<file path="src/rtl/cache_defs.sv">
// rtl/cache_defs.sv - shared cache/memory arbiter types and grant encoding
package cache_defs;

    typedef enum logic [1:0] {
        ARB_IDLE,
        ARB_DCACHE,
        ARB_ICACHE
    } type_mem_arb_states_e;

    localparam logic GRANT_ICACHE = 1'b0;
    localparam logic GRANT_DCACHE = 1'b1;

endpackage

</file>
<file path="src/rtl/cache_mem_arbiter.sv">
// rtl/cache_mem_arbiter.sv - round-robin arbiter sharing the memory port between icache and dcache
module cache_mem_arbiter
    import cache_defs::*;
#(
    parameter int ADDR_W = 32,
    parameter int LINE_W = 128
) (
    input  logic              clk,
    input  logic              rst_n,
    input  logic              icache2mem_req_i,
    input  logic [ADDR_W-1:0] icache2mem_addr_i,
    input  logic              icache2mem_kill_i,
    output logic              mem2icache_ack_o,
    output logic [LINE_W-1:0] mem2icache_data_o,
    input  logic              dcache2mem_req_i,
    input  logic              dcache2mem_wr_i,
    input  logic [ADDR_W-1:0] dcache2mem_addr_i,
    input  logic [LINE_W-1:0] dcache2mem_data_i,
    input  logic              dcache2mem_kill_i,
    output logic              mem2dcache_ack_o,
    output logic [LINE_W-1:0] mem2dcache_data_o,
    output logic              mem_req_o,
    output logic              mem_wr_o,
    output logic [ADDR_W-1:0] mem_addr_o,
    output logic [LINE_W-1:0] mem_data_o,
    output logic              mem_kill_o,
    input  logic              mem_ack_i,
    input  logic [LINE_W-1:0] mem_data_i
);

    type_mem_arb_states_e state_q, state_d;
    logic                 last_grant_q, last_grant_d;

    logic own_d, own_i, own_req, own_kill, abort, done;
    logic d_cand, i_cand, pick_d;

    assign mem2icache_data_o = mem_data_i;
    assign mem2dcache_data_o = mem_data_i;

    always_comb begin
        own_d    = (state_q == ARB_DCACHE);
        own_i    = (state_q == ARB_ICACHE);
        own_req  = (own_d & dcache2mem_req_i)  | (own_i & icache2mem_req_i);
        own_kill = (own_d & dcache2mem_kill_i) | (own_i & icache2mem_kill_i);
        // A dropped request without ack is treated like a kill so memory never keeps a stale transaction.
        abort    = (own_d | own_i) & (own_kill | ~own_req);
        done     = (own_d | own_i) & ~abort & mem_ack_i;

        mem_req_o        = (own_d | own_i) & ~abort;
        mem_kill_o       = abort;
        mem_wr_o         = own_d & dcache2mem_wr_i;
        mem_addr_o       = own_d ? dcache2mem_addr_i : (own_i ? icache2mem_addr_i : '0);
        mem_data_o       = own_d ? dcache2mem_data_i : '0;
        mem2dcache_ack_o = own_d & done;
        mem2icache_ack_o = own_i & done;

        d_cand = dcache2mem_req_i & ~dcache2mem_kill_i;
        i_cand = icache2mem_req_i & ~icache2mem_kill_i;
        pick_d = d_cand & (~i_cand | (last_grant_q == GRANT_ICACHE));

        state_d      = state_q;
        last_grant_d = last_grant_q;
        case (state_q)
            ARB_IDLE: begin
                if (pick_d) begin
                    state_d = ARB_DCACHE;
                end else if (i_cand) begin
                    state_d = ARB_ICACHE;
                end
            end
            default: begin
                if (abort | done) begin
                    state_d      = ARB_IDLE;
                    last_grant_d = own_d ? GRANT_DCACHE : GRANT_ICACHE;
                end
            end
        endcase
    end

    always_ff @(posedge clk or negedge rst_n) begin
        if (!rst_n) begin
            state_q      <= ARB_IDLE;
            last_grant_q <= GRANT_ICACHE;
        end else begin
            state_q      <= state_d;
            last_grant_q <= last_grant_d;
        end
    end

endmodule

</file>
<file path="config.mk">
export PLATFORM = sky130hd
export DESIGN_NAME = cache_mem_arbiter
export DESIGN_NICKNAME = d
export VERILOG_FILES = /design/src/rtl/cache_defs.sv /design/src/rtl/cache_mem_arbiter.sv
export SDC_FILE = /design/constraint.sdc
export NUM_CORES = 1
export LEC_CHECK = 0
export BUFFER_PORTS_ARGS = -buffer_cell sky130_fd_sc_hd__buf_4
export CAP_MARGIN = 20
export CORE_AREA = 5 5 292 294
export DETAILED_ROUTE_END_ITERATION = 10
export DIE_AREA = 0 0 297 299
export PLACE_DENSITY_LB_ADDON = 0.2
export RECOVER_POWER = 50
export SLEW_MARGIN = 20
export SYNTH_ARGS = -nofsm -noshare
export SYNTH_HDL_FRONTEND = slang
export SYNTH_SLANG_ARGS = --single-unit
</file>
<file path="constraint.sdc">
create_clock -name clk -period 3.8 [get_ports clk]
set_input_delay 0.76 -clock clk [delete_from_list [all_inputs] [get_ports clk]]
set_output_delay 0.76 -clock clk [all_outputs]
set_load 0.005 [all_outputs]
</file>
Word level (Yosys, flattened, before mapping)
Index checks and enable logic that the tools add are counted.
- bits of input ports: 328
- bits in read-only memories: 0
- word-level logic and storage cells: 43
- bits in writable memories: 0
- bits in registers: 3
- latch bits: 0
- memories: 0
- div/mod/pow operators: 0
- multipliers: 0
- bitwise operators: 26
- mux-type cells: 8
- reduce and logical (&&, ||, !) cells: 4
- magnitude comparators: 0
- equal/unequal tests: 3
- shift operators: 0
- add/sub/neg operators: 0
- operators by type and width (cell ; count):
    $mux 128 ; 1
    $mux 32 ; 2
    $and 1x1->1 ; 13
    $mux 2 ; 4
    $not 1->1 ; 7
    $or 1x1->1 ; 6
    $reduce_and 2->1 ; 2
    $ne 3x3->1 const B ; 1
    $eq 2x1->1 const B ; 1
    $eq 2x2->1 const B ; 1
    $logic_not 2->1 ; 1
    $reduce_bool 2->1 ; 1
    $mux 1 ; 1

Logic depth before layout (Yosys ltp)
- depth after elaboration: 12
- depth in mapped cells: 7

Worst setup path before layout
OpenSTA, ideal clock, no wires.
- kind: reg-to-output
- start: reg state_q[1]
- end: out mem_addr_o[10]
- arrival: 1.378 ns
- setup slack: 1.662 ns
- cell stages (with the launch flop): 8
- path through: dfrtp_1 > inv_1 > ha_1 > buf_4 > clkbuf_1 > clkbuf_1 > nand2_1 > o21ai_0
- elaborated cells on any way between the ends: 4
- classes of those cells: eq/ne: 2; mux: 2
- RTL lines (item ; line ; text):
    start: declaration ; cache_mem_arbiter.sv:31 ; type_mem_arb_states_e state_q, state_d;
    start signal: assignment ; cache_mem_arbiter.sv:85 ; state_q <= state_d;
    $eq 2x1->1 ; cache_mem_arbiter.sv:41 ; own_d = (state_q == ARB_DCACHE);
    net own_d ; cache_mem_arbiter.sv:34 ; logic own_d, own_i, own_req, own_kill, abort, done;
    $mux 32 ; cache_mem_arbiter.sv:52 ; mem_addr_o = own_d ? dcache2mem_addr_i : (own_i ? icache2mem_addr_i : '0);
    end: declaration ; cache_mem_arbiter.sv:24 ; output logic [ADDR_W-1:0] mem_addr_o,
The timed path passes the listed nets, and every way through them passes these cells.

Worst setup path in the final report
- start: reg state_q[1]
- end: out mem_addr_o[14]
The elaborated chain is that of the path after synthesis.

==> flow_summary.json <==
{
  "fin_crit_sh": 0.782,
  "drt-pass1-iter-count": 4,
  "worstPathRequired_ns": 3.04,
  "critPathArrivalTime_ns": 2.21,
  "slew_headroom": 0.575,
  "vdd_ir_drop_max_uv": 196,
  "fin_tns_setup_ns": 0,
  "numPlacedInstances": 1699,
  "grt_max_degree": 141,
  "status": "complete, no violations",
  "maxCapViolCount": 0,
  "fin_worst_skew_ns": 0.00277,
  "antenna_found_initial": 34,
  "drc": 0,
  "finalSetupViolCount": 0,
  "wl_per_cell_um": 13.9,
  "path_buf_inv": 3,
  "rsz0062_at_grt": "false",
  "cp-start-kind": "flip-flop",
  "clockRootBuffer": "clkbuf_16",
  "tightest_slew_ns": 0.638,
  "die_x_um": 297,
  "cp_max_fo": 140,
  "postRouteAntennaNets": 0,
  "drive_above_1_share": 0.602,
  "detail_route.wirelength_um": 23900,
  "yosysWarnings": 0,
  "fmax_mhz": 337,
  "cts_buffer_depth": 2,
  "cp_slowest_cell": "ha_4",
  "nets": 955,
  "grt_remaining_overflow": 0,
  "drt_iter0_markers": 146,
  "leakagePower_nw": 2.48,
  "synth_area_leaders": "buf_4, and2_1, nand2_1",
  "power-per-cell-area_nw_per_um2": 369,
  "clock-sinks": 3,
  "floorplan.initialDensity": 0.0426,
  "syn_nets": 866,
  "path_clk_slew_ns": 0.03,
  "synth_sequential_area_ratio": 0.0213,
  "cts_hold_repair.buffers": 0,
  "synth_most_common_cell": "buf_4",
  "whs_ns": 0.349,
  "synth_area_sq_um": 3520,
  "synthCells": 535,
  "die_area_sq_um": 88800,
  "path_cells": "inv_1 > ha_4 > buf_12 > o21ai_0 > buf_4",
  "synth_top_area_share": 0.548,
  "via_per_inst": 2.11,
  "grt_pass1_vias": 3773,
  "areaGrowthSynthToFinish_pct": 63.1,
  "cts.repair.resized": 0,
  "track_usage": 0.0491,
  "endpoint_kind": "primary output",
  "cts_made_buffers": 3,
  "core_area_sq_um": 82600,
  "port_buffers": 364,
  "hpwl_um": 21800,
  "synthFlopType": "dfrtp_1",
  "synthArstFlopShare": 1.00,
  "tritoncts": "yes",
  "synth_area_leader_cell": "buf_4",
  "die_height_um": 299,
  "ios": 749,
  "row_count": 106,
  "clock_latency_ns": 0.22,
  "slew_viol_final": 0,
  "fin_cells": 1722,
  "hp-class": "in -> async",
  "place.gp.congestion": 0.743,
  "syn_avg_cell_area_sq_um": 6.58,
  "synth_cell_type_count": 22,
  "grt_pass1_wl_um": 30800,
  "synth_edf_count": 0,
  "synth_seq_cells": 3,
  "crit_family": "buffers and inverters",
  "critical-path-max-stage-delay_ns": 0.47,
  "worstSetupPathType": "reg -> out",
  "cts_setup_buffers": 0,
  "synth_commonest_cells": "buf_4, and2_1, nand2_1",
  "cts_max_level": 1,
  "period_needed_ns": 2.97,
  "via_count": 3636,
  "finalHoldViolCount": 0
}
## routing by layer
layer | vias up | track usage | wire (um)
li1 | 1580 | - | -
met1 | 1498 | 0.0348 | 6410
met2 | 436 | 0.0813 | 10900
met3 | 98 | 0.0544 | 5440
met4 | 24 | 0.0221 | 974
met5 | - | 0 | 177
## state kept, by name, summed over array words and instances, names as in the netlist
signal,flops
last_grant_q,1
state_q,2
## cells in the final DEF, fill, tap and decap left out, types with 2 or more instances in the layout
master	n
clkbuf_1	2
nand2_1	66
clkbuf_16	3
o21ai_0	32
inv_1	2
diode_2	19
nor2_1	2
buf_4	364
nor2b_1	3
nand3_1	2
dfrtp_1	3
and2_1	130
## through the flow
stage / util / power (mW) / area [sq um] / worst slack, ns
finish: 0.0694 / 2.12 / 5740 / 0.829
global route: 0.0689 / 2.34 / 5690 / 0.626
CTS: 0.0689 / 2.22 / 5690 / 0.796
detailed placement: 0.0679 / 2.05 / 5610 / 1.03
global placement: 0.0679 / 2.05 / 5610 / 1.05
floorplan: - / 1.03 / 3520 / 1.66
## cell type report
type | count | area (sq um)
Antenna cell | 19 | 47.5
Tap cell | 1080 | 1350
Inverter | 2 | 7.51
Clock buffer | 4 | 78.8
Fill cell | 9785 | 76900
Sequential cell | 3 | 75.1
Multi-Input combinational cell | 248 | 1420
Timing Repair Buffer | 366 | 2760
## power by group
group          switching (mW)  internal, mW  leakage (nW)
registers              0.0120        0.0458        0.0384
clock network          0.0294         0.139        0.0383
logic                   0.903         0.990          2.40
total                   0.945          1.17          2.48
## final timing paths
kind / from / endpoint / slack, ns / depth (start not counted)
setup / recovery: state_q[1] / mem_addr_o[14] / 0.83 / 5
hold / removal: rst_n / last_grant_q / 0.35 / 1
setup reg to reg: state_q[1] / last_grant_q / 1.60 / 6
hold reg to reg: last_grant_q / last_grant_q / 0.54 / 1
max in group asynchronous: rst_n / state_q[1] / 3.28 / 1
min in group clk: last_grant_q / last_grant_q / 0.54 / 1
## cells by family (layout without fill, tap and decap cells)
group | Yosys count | count (layout) | share of synthesized area
fa+ha+maj | 3 | 3 | 0.0107
simple gates | 206 | 206 | 0.318
flops | 3 | 3 | 0.0213
other cells | 0 | 19 | 0
buf+inv | 284 | 372 | 0.579
compound gates | 38 | 38 | 0.0672
mux | 1 | 1 | 0.00320
Power figures use the tool's default switching activity.
